File: src/rtl/cfu_dequantizer.sv
// cfu_dequantizer: unpacks one 32-bit word of signed int8 activations and emits one
// dequantized int32 lane per valid/ready handshake:
//   out = sat32(((lane - zero_point) * mul + round) >>> shift)
// where round = 1 << (shift - 1) for shift > 0, so halves round toward +inf.
module cfu_dequantizer #(
  parameter int unsigned LANES  = 4,
  parameter int unsigned PROD_W = 42
) (
  input  logic        clk,
  input  logic        rst,
  input  logic        in_valid,
  output logic        in_ready,
  input  logic [31:0] in_data,
  input  logic [2:0]  in_lanes,
  input  logic [7:0]  zero_point,
  input  logic [31:0] mul,
  input  logic [4:0]  shift,
  output logic        out_valid,
  input  logic        out_ready,
  output logic [31:0] out_data,
  output logic        out_last,
  output logic        busy
);

  localparam int unsigned IdxW = $clog2(LANES);
  localparam int unsigned CntW = IdxW + 1;

  // int32 saturation bounds, sign-extended to the product width
  localparam logic signed [PROD_W-1:0] SatMax = {{(PROD_W-31){1'b0}}, {31{1'b1}}};
  localparam logic signed [PROD_W-1:0] SatMin = {{(PROD_W-31){1'b1}}, {31{1'b0}}};

  typedef enum logic [1:0] {StIdle, StMul, StOut} state_e;

  state_e                    state_q, state_d;
  logic                      in_ready_q, in_ready_d;
  logic                      out_valid_q, out_valid_d;
  logic                      out_last_q, out_last_d;
  logic [31:0]               out_data_q, out_data_d;
  logic [IdxW-1:0]           idx_q, idx_d;
  logic [CntW-1:0]           n_q, n_d;
  logic [31:0]               word_q, word_d;
  logic [7:0]                zp_q, zp_d;
  logic [31:0]               mul_q, mul_d;
  logic [4:0]                shift_q, shift_d;
  logic signed [PROD_W-1:0]  prod_q, prod_d;

  logic [7:0]                lane;
  logic [8:0]                diff;
  logic signed [PROD_W-1:0]  diff_ext, mul_ext, rnd, sum, shifted;
  logic [31:0]               sat;
  logic                      is_last;

  // Datapath: current lane product, then rounding shift and int32 saturation of prod_q
  always_comb begin
    lane     = word_q[8*idx_q +: 8];
    // 9-bit difference cannot wrap: int8 - int8 spans -255..255
    diff     = {lane[7], lane} - {zp_q[7], zp_q};
    diff_ext = {{(PROD_W-9){diff[8]}}, diff};
    mul_ext  = {{(PROD_W-32){mul_q[31]}}, mul_q};
    rnd      = (shift_q != 5'd0) ? (PROD_W'(1) << (shift_q - 5'd1)) : '0;
    sum      = prod_q + rnd;
    shifted  = sum >>> shift_q;
    if (shifted > SatMax) begin
      sat = 32'h7FFF_FFFF;
    end else if (shifted < SatMin) begin
      sat = 32'h8000_0000;
    end else begin
      sat = shifted[31:0];
    end
    is_last  = (CntW'(idx_q) == (n_q - CntW'(1)));
  end

  // Next-state and register-load decisions for the IDLE -> MUL -> OUT lane loop
  always_comb begin
    state_d     = state_q;
    in_ready_d  = in_ready_q;
    out_valid_d = out_valid_q;
    out_last_d  = out_last_q;
    out_data_d  = out_data_q;
    idx_d       = idx_q;
    n_d         = n_q;
    word_d      = word_q;
    zp_d        = zp_q;
    mul_d       = mul_q;
    shift_d     = shift_q;
    prod_d      = prod_q;
    unique case (state_q)
      StIdle: begin
        in_ready_d = 1'b1;
        if (in_valid && in_ready_q) begin
          word_d     = in_data;
          // zero or out-of-range lane counts mean a full word
          n_d        = (in_lanes == 3'd0 || in_lanes > 3'(LANES)) ? CntW'(LANES)
                                                                  : CntW'(in_lanes);
          zp_d       = zero_point;
          mul_d      = mul;
          shift_d    = shift;
          idx_d      = '0;
          in_ready_d = 1'b0;
          state_d    = StMul;
        end
      end
      StMul: begin
        prod_d  = diff_ext * mul_ext;
        state_d = StOut;
      end
      StOut: begin
        if (!out_valid_q) begin
          out_data_d  = sat;
          out_valid_d = 1'b1;
          out_last_d  = is_last;
        end else if (out_ready) begin
          out_valid_d = 1'b0;
          if (out_last_q) begin
            out_last_d = 1'b0;
            in_ready_d = 1'b1;
            state_d    = StIdle;
          end else begin
            idx_d   = idx_q + IdxW'(1);
            state_d = StMul;
          end
        end
      end
      default: state_d = StIdle;
    endcase
  end

  // State and datapath registers, cleared asynchronously
  always_ff @(posedge clk or negedge rst) begin
    if (!rst) begin
      state_q     <= StIdle;
      in_ready_q  <= 1'b0;
      out_valid_q <= 1'b0;
      out_last_q  <= 1'b0;
      out_data_q  <= '0;
      idx_q       <= '0;
      n_q         <= '0;
      word_q      <= '0;
      zp_q        <= '0;
      mul_q       <= '0;
      shift_q     <= '0;
      prod_q      <= '0;
    end else begin
      state_q     <= state_d;
      in_ready_q  <= in_ready_d;
      out_valid_q <= out_valid_d;
      out_last_q  <= out_last_d;
      out_data_q  <= out_data_d;
      idx_q       <= idx_d;
      n_q         <= n_d;
      word_q      <= word_d;
      zp_q        <= zp_d;
      mul_q       <= mul_d;
      shift_q     <= shift_d;
      prod_q      <= prod_d;
    end
  end

  assign in_ready  = in_ready_q;
  assign out_valid = out_valid_q;
  assign out_data  = out_data_q;
  assign out_last  = out_last_q;
  assign busy      = (state_q != StIdle);

endmodule
File: config.mk
export PLATFORM = sky130hd
export DESIGN_NAME = cfu_dequantizer
export DESIGN_NICKNAME = d
export VERILOG_FILES = /design/src/rtl/cfu_dequantizer.sv
export SDC_FILE = /design/constraint.sdc
export NUM_CORES = 1
export LEC_CHECK = 0
export ABC_AREA = 1
export BUFFER_PORTS_ARGS = -buffer_cell sky130_fd_sc_hd__buf_2
export CAP_MARGIN = 20
export CORE_UTILIZATION = 60
export CTS_CLUSTER_SIZE = 8
export DETAILED_ROUTE_END_ITERATION = 16
export GPL_ROUTABILITY_DRIVEN = 0
export PLACE_DENSITY = 0.84
export SLEW_MARGIN = 20
export SYNTH_ARGS = -nofsm -noshare
export SYNTH_HDL_FRONTEND = slang
export SYNTH_SLANG_ARGS = --single-unit
export TNS_END_PERCENT = 5
File: constraint.sdc
create_clock -name clk -period 18.55 [get_ports clk]
set_clock_uncertainty 0.2 [all_clocks]
set_input_delay 0.9275 -clock clk [delete_from_list [all_inputs] [get_ports clk]]
set_output_delay 0.9275 -clock clk [all_outputs]
set_load 0.03 [all_outputs]
Word-level counts from Yosys, hierarchy flattened
Index checks and enable logic that the tools add are counted.

word-level totals
  register bits = 161
  input port bits = 84

operators by class
  magnitude comparators = 3
  add/subtract/negate cells = 5
  $mul = 1
  muxes and demuxes = 23
  reduce and logical (&&, ||, !) cells = 13
  bitwise operators = 1
  shift operators = 3
  equal/unequal tests = 9

operators with widths
  kind                                                          count
  two-way mux 32 bit                                            2
  adder 42 bit                                                  1
  > comparator 42 x 32 -> 1 bit, second input constant          1
  less-than comparator 42 x 32 -> 1 bit, second input constant  1
  two-way mux 42 bit                                            1
  << shifter 1 x 5 -> 42 bit, first input constant              1
  >>> shifter 42 x 5 -> 42 bit                                  1
  multiplier 9 x 32 -> 41 bit                                   1
  indexed part select 32 x 6 -> 8 bit                           1
  two-way mux 2 bit                                             7
  inequality test 2 bit, second input constant                  6
  two-way mux 1 bit                                             9
  subtractor 8 x 8 -> 9 bit                                     1
  case mux 2 bit (3 select lines)                               1
  AND reduction 2 bit                                           3
  AND reduction 5 bit                                           1
  nonzero test 5 bit                                            1
  subtractor 5 x 1 -> 5 bit, second input constant              1
  case mux 2 bit (2 select lines)                               1
  AND reduction 4 bit                                           1
  nonzero test 2 bit                                            2
  == test 2 x 3 -> 1 bit                                        1
  > comparator 3 bit, second input constant                     1
  logical NOT 3 bit                                             1
  11 further kinds                                              11

Logic depth before layout (Yosys ltp)
Gate-level depths: netlist of run 1.

  depth after elaboration = 8
  depth in mapped cells = 43
  mapped depth without buffers = 40

Worst setup path after synthesis of run 1
No wires, ideal clock.

  path kind = register to register
  start point = register idx_q[0]
  end point = register prod_q[29]
  stages on the path, launching flop included = 40
  setup time = 118 ps
  path slack = 10535 ps
  arrival time = 7697 ps
  clock period less this slack = 8015 ps
  buffers on the path = 3
  path through = dfrtp_1 -> clkbuf_1 -> clkinv_1 -> clkbuf_1 -> o21ai_0 -> o22ai_1 -> ha_1 -> inv_1 -> o31ai_1 -> a21oi_1 -> o21ai_0 -> nand2_1 -> a22oi_1 -> clkbuf_1 -> inv_1 -> nand2_1 -> fa_1 -> fa_1 -> [4 not listed] -> fa_1 -> inv_1 -> ha_1 -> nor2_1 -> a31oi_1 -> nand3_1 -> nand2_1 -> a21oi_1 -> o21bai_1 -> nand2_1 -> nand2_1 -> a21boi_1 -> o21ai_0 -> a21boi_1 -> o21ai_0 -> or2_1 -> nand3_1 -> nand2_1

on the way
  cells in the longest elaborated chain, start to end = 3

ends and longest elaborated chain
  item                                 RTL line  source
  from (decl)                          39        logic [IdxW-1:0] idx_q, idx_d;
  from (signal assigned)               149       idx_q <= idx_d;
  indexed part select 32 x 6 -> 8 bit  55        lane = word_q[8*idx_q +: 8];
  subtractor 8 x 8 -> 9 bit            57        diff = {lane[7], lane} - {zp_q[7], zp_q};
  multiplier 9 x 32 -> 41 bit          104       prod_d = diff_ext * mul_ext;
  to (signal assigned)                 155       prod_q <= prod_d;
  to (decl)                            45        logic signed [PROD_W-1:0] prod_q, prod_d;

Every way passes these cells.
A chain may end at the register's enable or synchronous reset.

Final worst setup path of run 1
  start point = register idx_q[0]
  end point = register prod_q[39]

Same word-level chain as after synthesis.

==> impl_summary.log, run 1 <==
INFO  metric crit_path_end = prod_q[39]
INFO  metric ys_top_cells_by_area = sky130_fd_sc_hd__fa_1 (22%), sky130_fd_sc_hd__dfrtp_1 (19%), sky130_fd_sc_hd__nand2_1 (16%), sky130_fd_sc_hd__ha_1 (7.5%), sky130_fd_sc_hd__inv_1 (6.0%)
INFO  metric clk_pin_slew_worst_paths = 0.07 ns
INFO  metric synth.lib_cells_used.distinct = 53
INFO  metric hold_buffers = 0
INFO  metric fp.dieW = 190 um
INFO  metric timing.rr.end = prod_q[39]
INFO  metric achievable-frequency = 0.105 GHz
INFO  metric grt_antenna_before_repair = 0
INFO  metric initialDrtViolationCount = 2107
INFO  metric clkLatencyLatePin = 0.46 ns
INFO  metric cp_slowest_cell = sky130_fd_sc_hd__dfrtp_1
INFO  metric synthesis.yosys.warnings = 0
INFO  metric post_route_cells_drive_above_1_share = 9.87%
INFO  metric drt_first_pass_iters = 7
INFO  metric r2r_start = idx_q[0]
INFO  metric netlist_area = 0.0211 mm^2
INFO  metric gr-usage-all-layers = 34.0%
INFO  metric clk_path_buf_depth = 2
INFO  metric number_of_max_cap_violations = 0
INFO  metric global_route.overflow_total = 0
INFO  metric ys.flop_type = sky130_fd_sc_hd__dfrtp_1
INFO  metric global_route_wire_length_before_repair = 98300 um
INFO  metric tritoncts.num_buffers = 17
INFO  metric setup_violations = 0
INFO  metric crit_start = idx_q[0]
INFO  metric insertedDiodeCount = 0
INFO  metric antenna_viol_nets_final = 0
INFO  metric synthXorXnorAreaFrac = 2.70%
INFO  metric synthCells = 2958
INFO  metric design.core.area = 0.0345 mm^2
INFO  metric setup.worst_path.start_class = flop
INFO  metric average_routed_wire_per_standard_cell = 16.7 um
INFO  metric yosysTopAreaCell = sky130_fd_sc_hd__fa_1
INFO  metric die-height = 190 um
INFO  metric tritoncts = yes
INFO  metric synth.avg_cell_area = 7.13 um^2
INFO  metric nets = 3449
INFO  metric drc = 0
INFO  metric clk_root_buffer_cell = sky130_fd_sc_hd__clkbuf_16
INFO  metric vias = 20300
INFO  metric synth.most_common_cell = sky130_fd_sc_hd__nand2_1
INFO  metric mappedNetlistNets = 3401
INFO  metric worst_path_largest_cell_delay = 0.69 ns
INFO  metric finalHoldViolCount = 0
INFO  metric synth_top_area_share = 22.1%
INFO  metric worstRegToRegCells = 38
INFO  metric drv_slew = 0
INFO  metric rsz0062_at_grt = no
INFO  metric ys_top_cells_by_count = sky130_fd_sc_hd__nand2_1 (895), sky130_fd_sc_hd__inv_1 (339), sky130_fd_sc_hd__nor2_1 (326)
INFO  metric timing.slew.headroom = 39.6%
INFO  metric first_global_vias = 20500
INFO  metric status = complete, no violations
INFO  metric post-dp-hpwl = 44800 um
INFO  metric port_buffers = 119
INFO  metric synth-seq-cells = 160
INFO  metric rows = 68
INFO  metric finalInstanceArea = 0.0226 mm^2
INFO  metric synth_async_sr_flop_share = 100%
INFO  metric synth-edff-count = 0
INFO  metric final.min_clock_period = 9.51 ns
INFO  metric boundaryPins = 120
INFO  metric final.period_utilization = 51.3%
INFO  metric crit_top_cell = sky130_fd_sc_hd__inv_1
INFO  metric fin_tns_setup = 0 ns
INFO  metric initial_core_util = 61.1%
INFO  metric setup.worst_path.end_class = flop
INFO  metric area_fraction_in_compound_gates_after_synthesis = 7.99%
INFO  metric placed_cell_area = 0.0220 mm^2
INFO  metric synth-adder-area-share = 29.6%
INFO  metric arrival_time_of_the_worst_setup_path = 9.65 ns
INFO  metric critical_path_class = reg -> reg
INFO  metric avgViaCountPerCell = 5.83
INFO  metric post_cts_resized = 0
INFO  metric cts_sinks = 160
INFO  metric timing.critical_path.required = 18.69 ns
INFO  metric post-cts-setup-buffers = 0
INFO  metric combinational_family_with_the_most_area_after_synthesis = simple AND/OR/NAND/NOR gates
INFO  metric synth_sequential_area_ratio = 19.0%
INFO  metric multiplexer_share_of_the_synthesized_area = 0.142%
INFO  metric grt_max_degree = 74
INFO  metric totalWireLength = 58100 um
INFO  metric worst_hold_path_type = in -> async
INFO  metric ctsHtreeMaxLevel = 4
INFO  metric die-area = 0.0359 mm^2
INFO  metric synth-simple-area-share = 31.8%
INFO  metric worst_pin_slew = 0.906 ns
INFO  metric setup.reg_to_reg.worst_slack = 9.04 ns
INFO  metric areaGrowthSynthToFinish = 6.99%
INFO  metric critical_path_peak_fanout = 31
[worst min path at each step]
stage / startpoint / endpoint / slack [ns] / cells past startpoint
6_report: rst / prod_q[3] / 0.16 / 1
5_1_grt: rst / prod_q[8] / 0.19 / 1
4_1_cts: rst / prod_q[8] / 0.18 / 1
3_5_place_dp: out_data[30] / out_data[30] / 0.26 / 2
3_3_place_gp: out_data[2] / out_data[2] / 0.26 / 2
2_1_floorplan: word_q[18] / word_q[18] / 0.24 / 2
[critical path: cells and delay by family (launching register included)]
family                   cells  cell delay (ns)
flip-flops                   1             0.69
AND/OR/NAND/NOR             10             1.02
adder cells (fa/ha/maj)      7             3.30
buffers and inverters        8             1.40
AO/OA/AOI/OAI               13             2.78
[cell type report]
cell class	instances	area, um^2
repair buffers	142	774
flip-flops and latches	160	4000
well taps	455	569
clock inverters	15	165
inverters	355	1330
fillers	2916	12000
multi-input cells	2330	15300
clock buffers	17	425
[logic make-up after synthesis]
family / after synthesis
xor+xnor: 65
mux: 3
simple gates: 1595
fa+ha+maj: 359
compound gates: 307
other cells: 1
buf+inv: 468
flops: 160
[flip-flops by register name, indices dropped and copies added (netlist names)]
register,cells
prod_q,41
mul_q,32
out_data,32
word_q,32
zp_q,8
shift_q,5
n_q,3
idx_q,2
state_q,2
in_ready,1
out_last,1
out_valid,1
[stage by stage]
| stage | hold slack [ns] | util, % | instances | setup WS, ns |
|---|---|---|---|---|
| 2_1_floorplan | 0.244 | - | 2958 | 10.54 |
| 3_3_place_gp | 0.258 | 63.6 | 3442 | 9.70 |
| 3_5_place_dp | 0.264 | 63.6 | 3442 | 9.31 |
| 4_1_cts | 0.180 | 65.3 | 3474 | 9.24 |
| 5_1_grt | 0.186 | 65.3 | 3474 | 8.38 |
| 6_report | 0.156 | 65.3 | 3474 | 9.04 |
[metal layers]
metal  vias to the layer above  wire [um]  track usage, %
met2                      1073      27600            56.6
met1                      9579      23100            42.8
li1                       9375          -               -
met5                         -          0               0
met3                       224       4940            6.32
met4                         0       2490            15.6
[cell usage in the layout (no fill, tap or decap), drive strengths merged, types with 2 or more instances in the layout]
cell type    n
nor3        10
a31oi        6
nand4        6
o22ai        8
clkinv       9
nor2       342
dfrtp      160
xor2        32
buf        142
clkbuf      17
nor4         7
o21a         5
ha         126
a21o         3
o21ai      166
o31ai        4
clkinvlp     3
or2         24
o21bai       3
nand3      264
o211ai      14
fa         233
a21oi       84
inv        357
xnor2       33
o311ai       2
mux2i        3
a21boi       4
nand3b       4
nand2      937
Power of run 1 is not shown: default switching activity piles up to over one toggle a cycle in this logic, so the estimate is an artifact.
==> run 2, diff against run 1 <==
- clock period: 18.55 -> 9.3 ns (I/O delays scaled with it)
==> run 2 against run 1 <==
  * Critical path type unchanged
  * Via count down 0.48%
  * Routed wire length down 1.4%
  * Worst hold slack worse by 0.14 ns
  * Setup slack worse by 8.5 ns
  * Fmax up 8.2%
  * Sequential share of layout area about the same
==> impl_summary.log, run 2 (synthesized netlist as in run 1, its figures left out) <==
INFO  metric status = complete, no violations
INFO  metric ctsHtreeMaxLevel = 4 (unchanged)
INFO  metric boundaryPins = 120 (unchanged)
INFO  metric achievable-frequency = 0.114 GHz (+8.2%)
INFO  metric pre_cts_slack = 0.458 ns (-8.85 ns)
INFO  metric cp_slowest_cell = sky130_fd_sc_hd__fa_1
INFO  metric clk_path_buf_depth = 2 (unchanged)
INFO  metric initialDrtViolationCount = 2241 (+6.4%)
INFO  metric worst_hold_path_type = in -> reg
INFO  metric finalHoldViolCount = 0 (unchanged)
INFO  metric cts_sinks = 160 (unchanged)
INFO  metric grt_antenna_before_repair = 0 (unchanged)
INFO  metric clkLatencyLatePin = 0.45 ns (about the same)
INFO  metric worst_path_largest_cell_delay = 0.57 ns (-0.12 ns)
INFO  metric critical_path_class = reg -> reg
INFO  metric worst_pin_slew = 0.914 ns (+0.00863 ns)
INFO  metric global_route_wire_length_before_repair = 96300 um (-2.0%)
INFO  metric cp.buffers_inverters = 6 (-2)
INFO  metric critical-path-top-delay-family = adder cells
INFO  metric gr-usage-all-layers = 33.3% (-0.68 points)
INFO  metric areaGrowthSynthToFinish = 7.22%
INFO  metric setup_violations = 0 (unchanged)
INFO  metric final.period_utilization = 94.5% (+43 points)
INFO  metric average_routed_wire_per_standard_cell = 16.5 um (-1.5%)
INFO  metric initial_core_util = 61.1% (unchanged)
INFO  metric critical_path_peak_fanout = 12 (-61%)
INFO  metric vias = 20200 (-0.48%)
INFO  metric number_of_max_cap_violations = 0 (unchanged)
INFO  metric setup.worst_path.start_class = flop
INFO  metric post-dp-hpwl = 44900 um (+0.22%)
INFO  metric rows = 68 (unchanged)
INFO  metric drc = 0 (unchanged)
INFO  metric clk_root_buffer_cell = sky130_fd_sc_hd__clkbuf_16
INFO  metric placed_cell_area = 0.0220 mm^2 (about the same)
INFO  metric avgViaCountPerCell = 5.79 (-0.59%)
INFO  metric grt_max_degree = 75 (+1.4%)
INFO  metric antenna_viol_nets_final = 0 (unchanged)
INFO  metric totalWireLength = 57300 um (-1.4%)
INFO  metric final.min_clock_period = 8.79 ns (-0.719 ns)
INFO  metric die-height = 190 um (unchanged)
INFO  metric timing.slew.headroom = 38.7% (-0.95 points)
INFO  metric drv_slew = 0 (unchanged)
INFO  metric layout.cells.most_common = sky130_fd_sc_hd__nand2_1
INFO  metric finalInstanceArea = 0.0226 mm^2 (+0.22%)
INFO  metric multi_input_comb_area = 0.0153 mm^2 (about the same)
INFO  metric top_register = prod_q
INFO  metric final-seq-area = 0.00400 mm^2 (unchanged)
INFO  metric fill_cells = 2944 (+0.96%)
INFO  metric rsz0062_at_grt = no
INFO  metric design.core.area = 0.0345 mm^2 (unchanged)
INFO  metric nets = 3454 (+0.14%)
INFO  metric arrival_time_of_the_worst_setup_path = 8.92 ns (-0.73 ns)
INFO  metric first_global_vias = 20000 (-2.1%)
INFO  metric fp.dieW = 190 um (unchanged)
INFO  metric max_reg_flops = 41 (unchanged)
INFO  metric fin_ws = 0.507 ns (-8.53 ns)
INFO  metric drt_first_pass_iters = 7 (unchanged)
INFO  metric port_buffers = 119 (unchanged)
INFO  metric setup.worst_path.end_class = flop
INFO  metric global_route.overflow_total = 0 (unchanged)
INFO  metric timing.critical_path.required = 9.42 ns (-9.27 ns)
INFO  metric fin_tns_setup = 0 ns (unchanged)
INFO  metric die-area = 0.0359 mm^2 (unchanged)
INFO  metric insertedDiodeCount = 0 (unchanged)
INFO  metric layout_common_cells = sky130_fd_sc_hd__nand2_1 (895), sky130_fd_sc_hd__inv_1 (339), sky130_fd_sc_hd__nor2_1 (325), sky130_fd_sc_hd__nand3_1 (243), sky130_fd_sc_hd__fa_1 (233)
INFO  metric tritoncts = yes
INFO  metric post_route_cells_drive_above_1_share = 9.89% (+0.020 points)
INFO  metric tritoncts.num_buffers = 17 (unchanged)
INFO  metric clk_pin_slew_worst_paths = 0.07 ns (about the same)
-- run 2: cell types whose count changed in the layout (fill, tap and decap cells not counted), sizes merged --
cell,before,now
dlygate4sd3,0,3
clkbuf,17,19
clkinvlp,3,1
bufinv,1,2
inv,357,355
buf,142,144
-- run 2: cell type report --
type                    count  share of cell area [%]
repair buffers            147                    3.62
inverters                 355                    5.90
flip-flops and latches    160                    17.7
well taps                 455                    2.52
multi-input cells        2330                    67.6
clock buffers              19                    1.96
clock inverters            12                   0.653
-- run 2: per-stage QoR --
step           util, %  instances  hold WS, ns
5_1_grt           65.5       3478      0.00438
4_1_cts           65.4       3478      0.00134
3_3_place_gp      63.7       3444        0.196
2_1_floorplan        -       2958      -0.0306
6_report          65.5       3478       0.0157
3_5_place_dp      63.7       3444        0.202
-- run 2: layer usage --
layer | wire length [um] | vias to the layer above | share of wire [%] | GRT usage, %
met2 | 27100 | 1064 | 47 | 54.8
li1 | - | 9385 | - | -
met1 | 22700 | 9493 | 40 | 42.0
met3 | 4760 | 212 | 8.3 | 6.08
met4 | 2810 | 0 | 4.9 | 16.9
met5 | 0 | - | 0 | 0
-- run 2: repair_timing --
| action | in CTS | in global routing |
|---|---|---|
| setup buffers | 0 | 0 |
| gates resized for setup | 0 | 1 |
| setup endpoints to repair | 0 | 1 |
| hold endpoints to repair | 42 | 0 |
| hold buffers | 3 | 0 |
-- run 2: worst min-delay path: stages --
cell	delay, ns
sky130_fd_sc_hd__buf_2	0.08
sky130_fd_sc_hd__nand2_1	0.04
sky130_fd_sc_hd__nand2_1	0.04
-- run 2: final timing paths --
| path | startpoint | to | slack (ns) | cells past startpoint |
|---|---|---|---|---|
| setup / recovery | idx_q[1] | prod_q[39] | 0.51 | 37 |
| hold / removal | in_data[20] | word_q[20] | 0.02 | 3 |
| setup reg to reg | idx_q[1] | prod_q[39] | 0.51 | 37 |
| hold reg to reg | out_data[23] | out_data[23] | 0.28 | 2 |
| max in group asynchronous | rst | out_data[14] | 6.64 | 4 |
| min in group asynchronous | rst | prod_q[4] | 0.30 | 2 |
Power of run 2 is left out for the same reason.
==> run 3, diff against run 2 <==
- BUFFER_PORTS_ARGS: -buffer_cell sky130_fd_sc_hd__buf_2 -> -buffer_cell sky130_fd_sc_hd__buf_4
- CORE_MARGIN: unset -> 10
==> run 3 against run 2 <==
  * Via count up 0.39%
  * Global-route usage decreased by 5.5 points
  * Sequential share of layout area decreased by 0.24 points
  * Utilization rose by 0.75 points
  * First-iteration DRC count shrank 8.5%
  * Worst hold slack got worse by 0.012 ns
  * Routed wire length up 3.1%
  * Register-to-register slack gained 0.14 ns
  * Fmax up 1.6%
  * Sequential cell count did not move
==> impl_summary.log, run 3 (synthesized netlist as in run 1, its figures left out) <==
INFO  metric design.core.area = 0.0346 mm^2 (+0.25%)
INFO  metric grt_max_degree = 126 (+68%)
INFO  metric setup.worst_path.end_class = flop
INFO  metric avgViaCountPerCell = 5.81 (+0.31%)
INFO  metric setup_violations = 0 (unchanged)
INFO  metric rows = 68 (unchanged)
INFO  metric rsz0062_at_grt = no
INFO  metric clk_path_buf_depth = 2 (unchanged)
INFO  metric critical_path_class = reg -> reg
INFO  metric final.period_utilization = 93.0% (-1.5 points)
INFO  metric port_buffers = 119 (unchanged)
INFO  metric clkLatencyLatePin = 0.46 ns (about the same)
INFO  metric tritoncts.num_buffers = 17 (unchanged)
INFO  metric post-cts-setup-buffers = 0 (unchanged)
INFO  metric totalWireLength = 59100 um (+3.1%)
INFO  metric boundaryPins = 120 (unchanged)
INFO  metric die-area = 0.0431 mm^2 (+20%)
INFO  metric cp.buffers_inverters = 6 (unchanged)
INFO  metric critical_path_peak_fanout = 19 (+7)
INFO  metric setup.worst_path.start_class = flop
INFO  metric r2r_start = idx_q[0]
INFO  metric critical-path-top-delay-family = adder cells
INFO  metric fp.dieW = 208 um (+9.5%)
INFO  metric status = complete, no violations
INFO  metric nets = 3456 (+0.058%)
INFO  metric antenna_viol_nets_final = 0 (unchanged)
INFO  metric timing.critical_path.required = 9.43 ns (about the same)
INFO  metric vias = 20200 (+0.39%)
INFO  metric grt_antenna_before_repair = 0 (unchanged)
INFO  metric clk_root_buffer_cell = sky130_fd_sc_hd__clkbuf_16
INFO  metric global_route.overflow_total = 0 (unchanged)
INFO  metric initial_core_util = 60.9% (-0.15 points)
INFO  metric multi_input_comb_area = 0.0153 mm^2 (unchanged)
INFO  metric die-height = 208 um (+9.5%)
INFO  metric crit_top_cell = sky130_fd_sc_hd__fa_1
INFO  metric placed_cell_area = 0.0223 mm^2 (+1.3%)
INFO  metric finalInstanceArea = 0.0229 mm^2 (+1.4%)
INFO  metric fin_tns_setup = 0 ns (unchanged)
INFO  metric worst_pin_slew = 1.01 ns (+0.0914 ns)
INFO  metric post_route_cells_drive_above_1_share = 9.95% (+0.056 points)
INFO  metric layout_common_cells = sky130_fd_sc_hd__nand2_1 (895), sky130_fd_sc_hd__inv_1 (339), sky130_fd_sc_hd__nor2_1 (325), sky130_fd_sc_hd__nand3_1 (243), sky130_fd_sc_hd__fa_1 (233)
INFO  metric fill_cells = 2882 (-2.1%)
INFO  metric average_routed_wire_per_standard_cell = 17.0 um (+3.0%)
INFO  metric setup.reg_to_reg.worst_slack = 0.65 ns (+0.14 ns)
INFO  metric worst_hold_path_type = in -> reg
INFO  metric min_delay_path_depth = 3 (unchanged)
INFO  metric tritoncts = yes
INFO  metric insertedDiodeCount = 0 (unchanged)
INFO  metric global_route_wire_length_before_repair = 100000 um (+4.1%)
INFO  metric final-seq-area = 0.00400 mm^2 (unchanged)
INFO  metric arrival_time_of_the_worst_setup_path = 8.78 ns (-0.14 ns)
INFO  metric finalHoldViolCount = 0 (unchanged)
INFO  metric drv_slew = 0 (unchanged)
INFO  metric post-dp-hpwl = 46100 um (+2.5%)
INFO  metric gr-usage-all-layers = 27.8% (-5.5 points)
INFO  metric timing.rr.end = prod_q[39]
INFO  metric min_delay_worst_endpoint = word_q[24]
INFO  metric worstRegToRegCells = 36 (-2.7%)
INFO  metric layout.cells.most_common = sky130_fd_sc_hd__nand2_1
INFO  metric timing.slew.headroom = 33.0% (-5.7 points)
INFO  metric cts_sinks = 160 (unchanged)
INFO  metric number_of_max_cap_violations = 0 (unchanged)
INFO  metric worst_path_largest_cell_delay = 0.57 ns (about the same)
INFO  metric top_register = prod_q
INFO  metric areaGrowthSynthToFinish = 8.73%
INFO  metric clk_pin_slew_worst_paths = 0.08 ns (about the same)
INFO  metric max_reg_flops = 41 (unchanged)
INFO  metric initialDrtViolationCount = 2050 (-8.5%)
INFO  metric first_global_vias = 20300 (+1.5%)
INFO  metric drt_first_pass_iters = 8 (+1)
INFO  metric ctsHtreeMaxLevel = 4 (unchanged)
INFO  metric cp_slowest_cell = sky130_fd_sc_hd__fa_1
INFO  metric final.min_clock_period = 8.65 ns (-0.142 ns)
INFO  metric holdCritStartpoint = in_data[24]
INFO  metric drc = 0 (unchanged)
INFO  metric achievable-frequency = 0.116 GHz (+1.6%)
run 3: cell types whose count changed in the layout (fill, tap and decap cells not counted), sizes merged:
cell	delta
clkbuf	-1
inv	+1
buf	-1
dlygate4sd3	+3
clkinv	+2
bufinv	-2
clkinvlp	+1
run 3: worst max path at each step:
stage,startpoint,to,cells past startpoint
global route,idx_q[0],prod_q[39],38
floorplan,idx_q[0],prod_q[29],39
CTS,idx_q[0],prod_q[39],36
global placement,idx_q[0],prod_q[39],38
finish,idx_q[0],prod_q[39],36
detailed placement,idx_q[0],prod_q[39],36
run 3: area by class of cell:
class	count	share of cell area (%)
clock buffers	18	1.91
clock inverters	14	0.622
inverters	355	5.83
multi-input cells	2330	66.7
flip-flops and latches	160	17.5
well taps	455	2.48
repair buffers	149	4.98
run 3: what timing repair did:
item,4_1_cts,5_1_grt
setup endpoints to repair,0,3
hold buffers,6,0
resized for setup,0,3
hold endpoints to repair,57,0
run 3: metrics by stage:
step	worst slack [ns]	util (%)	hold WS, ns	instances
after floorplan	1.29	-	-0.0306	2958
after global placement	0.775	64.3	0.264	3443
after detailed placement	0.453	64.3	0.266	3443
after CTS	0.446	66.2	0.000185	3481
after global routing	0.0991	66.2	0.00107	3481
final	0.649	66.2	0.00382	3481
run 3: worst register-to-register path: cells and delay by family, from the launching register on:
family | cells | cell delay, ns
AO/OA/AOI/OAI | 11 | 2.37
buffers and inverters | 6 | 0.67
XOR/XNOR | 1 | 0.10
adder cells (fa/ha/maj) | 8 | 3.74
AND/OR/NAND/NOR | 10 | 1.13
flip-flops | 1 | 0.36
run 3: metal layers:
metal / routed length (um) / GRT usage [%] / part of all wire, % / up-vias
met5: 0 / 0 / 0 / -
met4: 2910 / 12.4 / 4.9 / 0
met3: 4730 / 6.03 / 8.0 / 236
met2: 28200 / 46.5 / 48 / 1000
met1: 23300 / 33.7 / 39 / 9602
li1: - / - / - / 9395
Power of run 3 is left out for the same reason.
